===== config.mk =====
export PLATFORM = sky130hd
export DESIGN_NAME = mc_gen2_flat
export DESIGN_NICKNAME = d
export VERILOG_FILES = /design/src/rtl/mc_gen2_if.sv /design/src/rtl/mc_gen2.sv /design/src/flat_wrapper.sv
export SDC_FILE = /design/constraint.sdc
export NUM_CORES = 1
export LEC_CHECK = 0
export BUFFER_PORTS_ARGS = -buffer_cell sky130_fd_sc_hd__clkbuf_2
export CORE_UTILIZATION = 44
export CTS_CLUSTER_DIAMETER = 150
export DETAILED_ROUTE_END_ITERATION = 8
export GPL_TIMING_DRIVEN = 0
export SYNTH_ARGS = -nofsm -noshare
export SYNTH_HDL_FRONTEND = slang
export SYNTH_SLANG_ARGS = --single-unit

===== constraint.sdc =====
create_clock -name clk_i -period 14.29 [get_ports clk_i]
set_input_delay 2.858 -clock clk_i [delete_from_list [all_inputs] [get_ports clk_i]]
set_output_delay 2.858 -clock clk_i [all_outputs]
set_load 0.1 [all_outputs]

===== src/rtl/mc_gen2_if.sv =====
// Pad-level loader/run controls and port bundle of the mc_gen2 accumulator core.
interface mc_gen2_if #(
  parameter int unsigned DW     = 8,
  parameter int unsigned AW     = 6,
  parameter int unsigned NPORTS = 2
);
  logic                 loader_en;
  logic                 load;
  logic                 run;
  logic                 preload_en;
  logic [DW-1:0]        load_in;
  logic [NPORTS*DW-1:0] port_in;
  logic [NPORTS*DW-1:0] port_out;
  logic [AW-1:0]        preload_addr;
  logic                 preload_act_n;
  logic [4:0]           op_out;
  logic                 carry_out;
  logic                 halted;

  modport master (
    output loader_en, load, run, preload_en, load_in, port_in,
    input  port_out, preload_addr, preload_act_n, op_out, carry_out, halted
  );

  modport slave (
    input  loader_en, load, run, preload_en, load_in, port_in,
    output port_out, preload_addr, preload_act_n, op_out, carry_out, halted
  );
endinterface


===== src/rtl/mc_gen2.sv =====
// Two-cycle fetch/execute accumulator microcontroller with unified program/data RAM,
// button loader, power-on preload, carry flag, single-level subroutine link and halt.
module mc_gen2 #(
  parameter int unsigned DW     = 8,
  parameter int unsigned AW     = 6,
  parameter int unsigned NPORTS = 2
) (
  input  logic     clk_i,
  input  logic     rst,
  mc_gen2_if.slave bus
);
  localparam int unsigned DEPTH = 1 << AW;

  typedef enum logic {
    S_FETCH = 1'b0,
    S_EXEC  = 1'b1
  } state_t;

  typedef enum logic [4:0] {
    OP_NOT  = 5'h00, OP_SUB  = 5'h01, OP_ADD  = 5'h02, OP_OR   = 5'h03,
    OP_ST   = 5'h04, OP_BZ   = 5'h05, OP_AND  = 5'h06, OP_LD   = 5'h07,
    OP_IN   = 5'h08, OP_SUBI = 5'h09, OP_ADDI = 5'h0A, OP_ORI  = 5'h0B,
    OP_OUT  = 5'h0C, OP_BRA  = 5'h0D, OP_ANDI = 5'h0E, OP_LDI  = 5'h0F,
    OP_ADC  = 5'h10, OP_SBC  = 5'h11, OP_BCS  = 5'h12, OP_JSR  = 5'h13,
    OP_RET  = 5'h14, OP_SHL  = 5'h15, OP_SHR  = 5'h16, OP_HLT  = 5'h17
  } opcode_t;

  logic [DW-1:0] mem [DEPTH];

  state_t                    state_q, state_d;
  logic [AW-1:0]             pc_q, pc_d;
  logic [DW-1:0]             a_q, a_d;
  logic                      c_q, c_d;
  logic [AW-1:0]             lr_q, lr_d;
  logic [4:0]                op_q, op_d;
  logic [NPORTS-1:0][DW-1:0] in_buf_q, in_buf_d;
  logic [NPORTS-1:0][DW-1:0] out_q, out_d;
  logic                      halted_q, halted_d;
  logic                      preloading_q, preloading_d;
  logic                      load_d_q, load_d_d;

  logic                      mem_we;
  logic [AW-1:0]             mem_waddr;
  logic [DW-1:0]             mem_wdata;

  logic [DW-1:0]             w, d, opnd, pidx, port_sel;
  logic [AW-1:0]             addr, pc_inc, pc_rel;
  logic [DW:0]               sum, diff;
  logic                      cin, bin;

  always_comb begin
    w        = mem[pc_q];
    addr     = w[AW-1:0];
    d        = mem[addr];
    pc_inc   = pc_q + AW'(1);
    pc_rel   = pc_q + addr;
    // Bit 3 of the opcode separates the immediate forms from the memory forms.
    opnd     = op_q[3] ? w : d;
    pidx     = w % DW'(NPORTS);
    port_sel = '0;
    for (int unsigned k = 0; k < NPORTS; k++) begin
      if (pidx == DW'(k)) port_sel = in_buf_q[k];
    end
    cin  = (op_q == OP_ADC) ? c_q  : 1'b0;
    bin  = (op_q == OP_SBC) ? ~c_q : 1'b0;
    sum  = {1'b0, a_q} + {1'b0, opnd} + {{DW{1'b0}}, cin};
    diff = {1'b0, a_q} - {1'b0, opnd} - {{DW{1'b0}}, bin};
  end

  always_comb begin
    state_d      = state_q;
    pc_d         = pc_q;
    a_d          = a_q;
    c_d          = c_q;
    lr_d         = lr_q;
    op_d         = op_q;
    in_buf_d     = in_buf_q;
    out_d        = out_q;
    halted_d     = halted_q;
    preloading_d = preloading_q;
    load_d_d     = bus.load;
    mem_we       = 1'b0;
    mem_waddr    = pc_q;
    mem_wdata    = bus.load_in;

    if (preloading_q) begin
      mem_we = 1'b1;
      pc_d   = pc_inc;
      if (pc_q == '1) preloading_d = 1'b0;
    end else if (bus.loader_en) begin
      if (bus.load && !load_d_q) begin
        mem_we = 1'b1;
        pc_d   = pc_inc;
      end
    end else if (bus.run && !halted_q) begin
      if (state_q == S_FETCH) begin
        op_d     = w[4:0];
        in_buf_d = bus.port_in;
        pc_d     = pc_inc;
        state_d  = S_EXEC;
      end else begin
        state_d = S_FETCH;
        pc_d    = pc_inc;
        case (op_q)
          OP_NOT:                  a_d = ~a_q;
          OP_SUB, OP_SUBI, OP_SBC: begin
            a_d = diff[DW-1:0];
            c_d = ~diff[DW];
          end
          OP_ADD, OP_ADDI, OP_ADC: begin
            a_d = sum[DW-1:0];
            c_d = sum[DW];
          end
          OP_OR,  OP_ORI:          a_d = a_q | opnd;
          OP_AND, OP_ANDI:         a_d = a_q & opnd;
          OP_LD,  OP_LDI:          a_d = opnd;
          OP_ST: begin
            mem_we    = 1'b1;
            mem_waddr = addr;
            mem_wdata = a_q;
          end
          OP_BZ:  if (a_q == '0) pc_d = pc_rel;
          OP_BCS: if (c_q)       pc_d = pc_rel;
          OP_BRA:                pc_d = pc_rel;
          OP_IN:                 a_d  = port_sel;
          OP_OUT: begin
            for (int unsigned k = 0; k < NPORTS; k++) begin
              if (pidx == DW'(k)) out_d[k] = a_q;
            end
          end
          OP_JSR: begin
            lr_d = pc_inc;
            pc_d = addr;
          end
          OP_RET:                pc_d = lr_q;
          OP_SHL: begin
            c_d = a_q[DW-1];
            a_d = {a_q[DW-2:0], 1'b0};
          end
          OP_SHR: begin
            c_d = a_q[0];
            a_d = {1'b0, a_q[DW-1:1]};
          end
          OP_HLT:                halted_d = 1'b1;
          default: ;
        endcase
      end
    end

    // Dropping run releases a halt regardless of which mode owns the cycle.
    if (!bus.run) halted_d = 1'b0;
  end

  always_ff @(posedge clk_i) begin
    if (rst) begin
      state_q      <= S_FETCH;
      pc_q         <= '0;
      a_q          <= '0;
      c_q          <= 1'b0;
      lr_q         <= '0;
      op_q         <= '0;
      in_buf_q     <= '0;
      out_q        <= '0;
      halted_q     <= 1'b0;
      preloading_q <= bus.preload_en;
      load_d_q     <= 1'b0;
    end else begin
      state_q      <= state_d;
      pc_q         <= pc_d;
      a_q          <= a_d;
      c_q          <= c_d;
      lr_q         <= lr_d;
      op_q         <= op_d;
      in_buf_q     <= in_buf_d;
      out_q        <= out_d;
      halted_q     <= halted_d;
      preloading_q <= preloading_d;
      load_d_q     <= load_d_d;
    end
  end

  always_ff @(posedge clk_i) begin
    if (mem_we && !rst) mem[mem_waddr] <= mem_wdata;
  end

  assign bus.port_out      = out_q;
  assign bus.preload_addr  = pc_q;
  assign bus.preload_act_n = ~preloading_q;
  assign bus.op_out        = op_q;
  assign bus.carry_out     = c_q;
  assign bus.halted        = halted_q;
endmodule


===== src/flat_wrapper.sv =====
// flat-port wrapper written by rule: the top's interface ports become plain ports
module mc_gen2_flat 
#(
  parameter int unsigned DW     = 8,
  parameter int unsigned AW     = 6,
  parameter int unsigned NPORTS = 2
)
  (clk_i, rst, bus_loader_en, bus_load, bus_run, bus_preload_en, bus_load_in, bus_port_in, bus_port_out, bus_preload_addr, bus_preload_act_n, bus_op_out, bus_carry_out, bus_halted);
  mc_gen2_if #(.DW(DW), .AW(AW), .NPORTS(NPORTS)) bus_i ();
  input  logic clk_i;
  input  logic rst;
  input wire logic [$bits(bus_i.loader_en)-1:0] bus_loader_en;
  input wire logic [$bits(bus_i.load)-1:0] bus_load;
  input wire logic [$bits(bus_i.run)-1:0] bus_run;
  input wire logic [$bits(bus_i.preload_en)-1:0] bus_preload_en;
  input wire logic [$bits(bus_i.load_in)-1:0] bus_load_in;
  input wire logic [$bits(bus_i.port_in)-1:0] bus_port_in;
  output wire logic [$bits(bus_i.port_out)-1:0] bus_port_out;
  output wire logic [$bits(bus_i.preload_addr)-1:0] bus_preload_addr;
  output wire logic [$bits(bus_i.preload_act_n)-1:0] bus_preload_act_n;
  output wire logic [$bits(bus_i.op_out)-1:0] bus_op_out;
  output wire logic [$bits(bus_i.carry_out)-1:0] bus_carry_out;
  output wire logic [$bits(bus_i.halted)-1:0] bus_halted;
  assign bus_i.loader_en = bus_loader_en;
  assign bus_i.load = bus_load;
  assign bus_i.run = bus_run;
  assign bus_i.preload_en = bus_preload_en;
  assign bus_i.load_in = bus_load_in;
  assign bus_i.port_in = bus_port_in;
  assign bus_port_out = bus_i.port_out;
  assign bus_preload_addr = bus_i.preload_addr;
  assign bus_preload_act_n = bus_i.preload_act_n;
  assign bus_op_out = bus_i.op_out;
  assign bus_carry_out = bus_i.carry_out;
  assign bus_halted = bus_i.halted;
  mc_gen2 #(.DW(DW), .AW(AW), .NPORTS(NPORTS)) u_core (.clk_i(clk_i), .rst(rst), .bus(bus_i));
endmodule

Word-level counts from Yosys, hierarchy flattened
Memories as Yosys holds them, arrays and structs flattened. A register that Yosys moved wholly into a read port is not among the register bits.
Index checks and enable logic that the tools add are counted.

operators by class
  multiplexer cells = 39
  bitwise operators = 9
  equal/unequal tests = 25
  reduce and logical (&&, ||, !) cells = 27
  add/sub/neg operators = 6

operators by type and width
  kind                                           count
  2-to-1 mux 6 bit                               14
  one-hot mux 8 bit (9 select lines)             1
  2-to-1 mux 8 bit                               8
  == test 5 x 4 -> 1 bit, second input constant  8
  == test 5 bit, second input constant           8
  one-hot mux 6 bit (5 select lines)             1
  == test 5 x 3 -> 1 bit, second input constant  4
  AND reduction 5 bit                            4
  logical NOT 8 bit                              2
  2-to-1 mux 1 bit                               14
  AND reduction 6 bit                            2
  == test 5 x 2 -> 1 bit, second input constant  2
  adder 8 x 8 -> 9 bit                           1
  adder 9 x 1 -> 9 bit                           1
  nonzero test 9 bit                             1
  subtractor 8 x 8 -> 9 bit                      1
  subtractor 9 x 1 -> 9 bit                      1
  bitwise AND 8 bit                              1
  inverter 8 bit                                 1
  OR 8 bit                                       1
  OR reduction 2 bit                             4
  adder 6 x 1 -> 6 bit, second input constant    1
  adder 6 bit                                    1
  == test 6 bit, second input constant           1
  other kinds (13)                               23

word-level totals
  output and inout bits = 30
  register bits after elaboration = 62
  memory bits (writable) = 512
  input bits = 30
  logic and storage cells = 120
  memories kept = 1

memories
  memory      depth  width  rd ports  clocked after Yosys merged registers in  write ports  line           text
  u_core.mem  64     8      2         1                                        1            mc_gen2.sv:28  logic [DW-1:0] mem [DEPTH];

Longest topological paths before layout
  depth in word-level cells = 9
  depth in mapped cells = 35
  mapped depth without buffers = 28

Worst setup path before layout
No wires, ideal clock.

  kind = input-to-reg
  start = in bus_loader_en
  end = mem u_core.mem[0][0] (data pin)
  data required time = 13.588 ns
  buffers on the path = 3
  arrival time = 6.767 ns
  cell stages on the path = 7
  slack = 6.821 ns
  library setup time = 0.702 ns
  cell sequence = or3b_2 > nor2_1 > nand2_1 > clkbuf_1 > clkbuf_1 > clkbuf_1 > o21ai_0

between the ends
  longest elaborated chain between the ends = 2

RTL lines
  item                     line                text
  from (decl)              flat_wrapper.sv:12  input wire logic [$bits(bus_i.loader_en)-1:0] bus_loader_en;
  2-to-1 mux 8 bit         mc_gen2.sv:90       end else if (bus.loader_en) begin
  2-to-1 mux 8 bit         mc_gen2.sv:86       if (preloading_q) begin
  via u_core.mem_wdata[0]  mc_gen2.sv:44       logic [DW-1:0] mem_wdata;
  to (decl)                mc_gen2.sv:28

The timed path passes the listed nets, and every way through them passes these cells.

==> key figures <==
Run status
  – Outcome: finished with violations
  – Violated checks: capacitance limit, slew limit

Synth
  – Synthesized area per cell: approximately 13 µm²
  – Dominant cell type by area after synthesis: edfxtp_1
  – Post-synth EDFFs: a little over 500
  – Xor-xnor portion of the synthesized cell area: less than 1%
  – Synth cell types: 89
  – Cell Area, Synth: between 30000 and 40000 µm²
  – #FFs+latches synth: 580
  – Top cells by count, synth: 512 x edfxtp_1, 275 x nand2_1, 262 x mux2i_1
  – Post-synth top area share: 51.23%
  – Register area share after synthesis: between 50% and 60%
  – Post-Syn Nets: approximately 2400
  – Gate Count Post-Synth: 2331
  – Yosys warns: 0
  – Ys flop type: edfxtp_1
  – Mux cell area share after synthesis: between 10% and 20%
  – Simple-gate share of the synthesized area: a little over a tenth
  – Most frequent cell after synthesis: edfxtp_1
  – Largest cells by area after synthesis: edfxtp_1 51%, mux4_2 9.5%, mux2i_1 8.7%
  – Largest family of logic cells by synthesized area: multiplexers
  – Post-synth ARST share: 0%
  – Post-synthesis compound-gate area fraction: ~8.4%
  – Synth Area in Adders: ~1.8%

STA
  – Final setup margin: roughly 3.8 ns
  – Unrepaired setup endpoints after global routing: false
  – Fmax: about 95 MHz
  – # setup viols final: 0
  – Final setup TNS: 0 ns
  – Period Utilization, post-route: 73.34%
  – Fin. Hold Viols: 0
  – Worst clock skew: 0.02802 ns
  – Worst slew pin tran: 1.555 ns
  – WHS: around 0.46 ns
  – Slew Limit Fails: 27
  – Max-slew headroom: -4.023%
  – Fin crit period: around 10 ns

Setup path
  – Slowest CP cell: clkbuf_1
  – R2R Path End: u_core.bus.carry_out
  – Register-to-register setup slack: ~3.8 ns
  – CP endpoint kind: flop
  – CP Capture Point: u_core.bus.carry_out
  – Worst EP required: ~15 ns
  – Worst Path Arrival: 10.95 ns
  – Crit Path Class: reg -> reg
  – Worst setup SP type: flop
  – CP Max Fanout: 11
  – CP max stage delay: approximately 1.1 ns
  – R2R cell count: 32

Clock network
  – Reg clk slew, reported paths: 0.06 ns
  – Post-CTS setup buffer count: 0
  – Post-cts resize count: 0
  – Clk buf depth: 3
  – H-tree depth: 3
  – CTS root buffer: clkbuf_16
  – Sink Count: just under 600
  – Later-pin clock latency in the skew report: 0.64 ns
  – Cts hold-fix bufs: 0
  – CTS tree: built
  – Cts bufs inserted: 66

Detailed routing
  – Vias per cell: 6.845
  – WL final: approximately 130000 µm
  – Via count: ~23000
  – Initial DRC count: 3560
  – Post-route ant nets: 0
  – First drt pass iteration count: 7
  – # DRC: 0
  – WL per Instance: 38.47 µm

Power
  – Pint: about 3.5 mW
  – Seq pwr share: 33.3%
  – Combinational power share: a little over a third
  – Power density cells: 165.2 nW/µm²
  – LEAKAGE: roughly 12 nW
  – Switching power share of the total: between 30% and 40%
  – Sw Pwr: between 2 and 2.5 mW
  – Final Power: 5.609 mW
  – Power share of the clock group: between 30 and 40%
  – VDD IR max: 0.0001064 V

Placement
  – GP Congestion: 1.101
  – Cell area after placement: around 32000 µm²
  – Number of I/O port buffers: between 50 and 60
  – Placed insts: approximately 3300
  – HPWL after detailed placement: between 90000 and 100000 µm
  – Pre-CTS setup slack: ~4.5 ns

Die
  – Core Region: 67280 µm²
  – Die Span Y: roughly 260 µm
  – IO Pins: 60
  – Die width: between 200 and 300 µm
  – Total die area: ~69000 µm²
  – Rows: 95
  – Initial Util: between 40 and 50%

Finish
  – Final cell count without fillers: roughly 3400
  – Fin util: 50.48%
  – Nets: ~2500
  – Register area: ~17000 µm²
  – Layout cells sized above 1: a little under a fifth
  – Multi-input gate area: 12320 µm²
  – # fillers: 5838
  – Fin area: 33960 µm²
  – Area growth syn-to-layout: 13.17%

GRT
  – First-pass GRT wire length: between 150000 and 200000 µm
  – Number of global-route vias before repair: roughly 22000
  – Initial antenna violation count: 4
  – Largest net degree at the start of global routing: between 40 and 50
  – GRT overflow: 0
  – GRT Util Overall: between 30 and 40%

Job
  – Max cap viols: 5

Min path
  – Worst hold path class: reg -> reg
  – Hold path startpoint: u_core.in_buf_q[13]
[metal layers]
| layer | track usage, % | vias to the layer above | part of all wire, % |
|---|---|---|---|
| li1 | - | 9284 | - |
| met1 | 46.66 | 11760 | 36 |
| met2 | 56.47 | 1750 | 43 |
| met3 | 11.66 | 456 | 12 |
| met4 | 24.83 | 2 | 8.0 |
| met5 | 0 | - | 0.0061 |
[worst min path at each step]
stage | end | slack (ns) | depth (start not counted)
finish | u_core.in_buf_q[13] | 0.46 | 2
global route | u_core.in_buf_q[6] | 0.48 | 2
CTS | u_core.in_buf_q[13] | 0.46 | 2
detailed placement | u_core.in_buf_q[13] | 0.45 | 2
global placement | u_core.in_buf_q[3] | 0.44 | 2
floorplan | u_core.in_buf_q[3] | 0.44 | 2
[power groups by stage]
stage                     clock network [mW]  registers, mW  logic (mW)
final                                   1.73           1.87        2.01
after global routing                    1.79           1.87        2.04
after CTS                               1.72           1.87        1.91
after detailed placement                   0           1.90        1.90
after global placement                     0           1.91        1.88
after floorplan                            0           1.92        1.11
[logic make-up after synthesis]
logic type,Yosys count
AOI/OAI and AO/OA,361
xor gates and xnor gates,21
adders and majority gates,41
buffers and inverters,216
DFF,580
muxes,415
and+or+nand+nor,697
[layout make-up]
| cell class | count | area share, % |
|---|---|---|
| timing repair buffer | 75 | 1.625 |
| tap | 873 | 3.216 |
| sequential | 580 | 49.28 |
| antenna | 1 | 0.007368 |
| buffer | 162 | 2.656 |
| inverter | 54 | 0.6042 |
| clock buffer | 88 | 5.475 |
| multi-input combinational | 1535 | 36.29 |
| clock inverter | 29 | 0.8474 |
[sequential cells by signal, indices dropped and copies added, names as in the netlist, 5 cells and up, named ones only]
register and cells:
u_core.bus.op_out 5, u_core.in_buf_q 16, u_core.bus.preload_addr 6, u_core.mem 512, u_core.bus.port_out 16, u_core.lr_q 6, u_core.a_q 8
[critical path: cells and delay by family (launching register included)]
| family | cells | cell delay (ns) |
|---|---|---|
| mux | 2 | 0.55 |
| compound gates | 10 | 2.11 |
| xor+xnor | 1 | 0.16 |
| buf+inv | 6 | 4.22 |
| flops | 1 | 0.30 |
| simple gates | 10 | 1.93 |
| fa+ha+maj | 3 | 0.96 |
[placed cells by master (no fill, tap or decap), drive strengths merged, types with 6 or more instances in the layout]
| cell type | n |
|---|---|
| nand3 | 90 |
| dfxtp | 68 |
| mux2i | 262 |
| a22oi | 12 |
| clkinv | 24 |
| o21bai | 6 |
| clkbuf | 207 |
| and3 | 16 |
| o22ai | 14 |
| mux2 | 26 |
| inv | 53 |
| a21o | 6 |
| and2 | 21 |
| o21ai | 54 |
| xnor2 | 13 |
| a31oi | 24 |
| o211ai | 8 |
| mux4 | 127 |
| o221ai | 13 |
| a211oi | 39 |
| or3 | 11 |
| edfxtp | 512 |
| ha | 36 |
| nand2b | 14 |
| a32oi | 32 |
| o2111ai | 6 |
| nor2 | 181 |
| nand2 | 277 |
| a221oi | 12 |
| a21oi | 77 |
| buf | 118 |
| nor3 | 35 |
| nor4 | 6 |
| nand4 | 10 |
| a2111oi | 8 |
| xor2 | 8 |
| nor2b | 18 |
(Power assumes the default switching activity.)
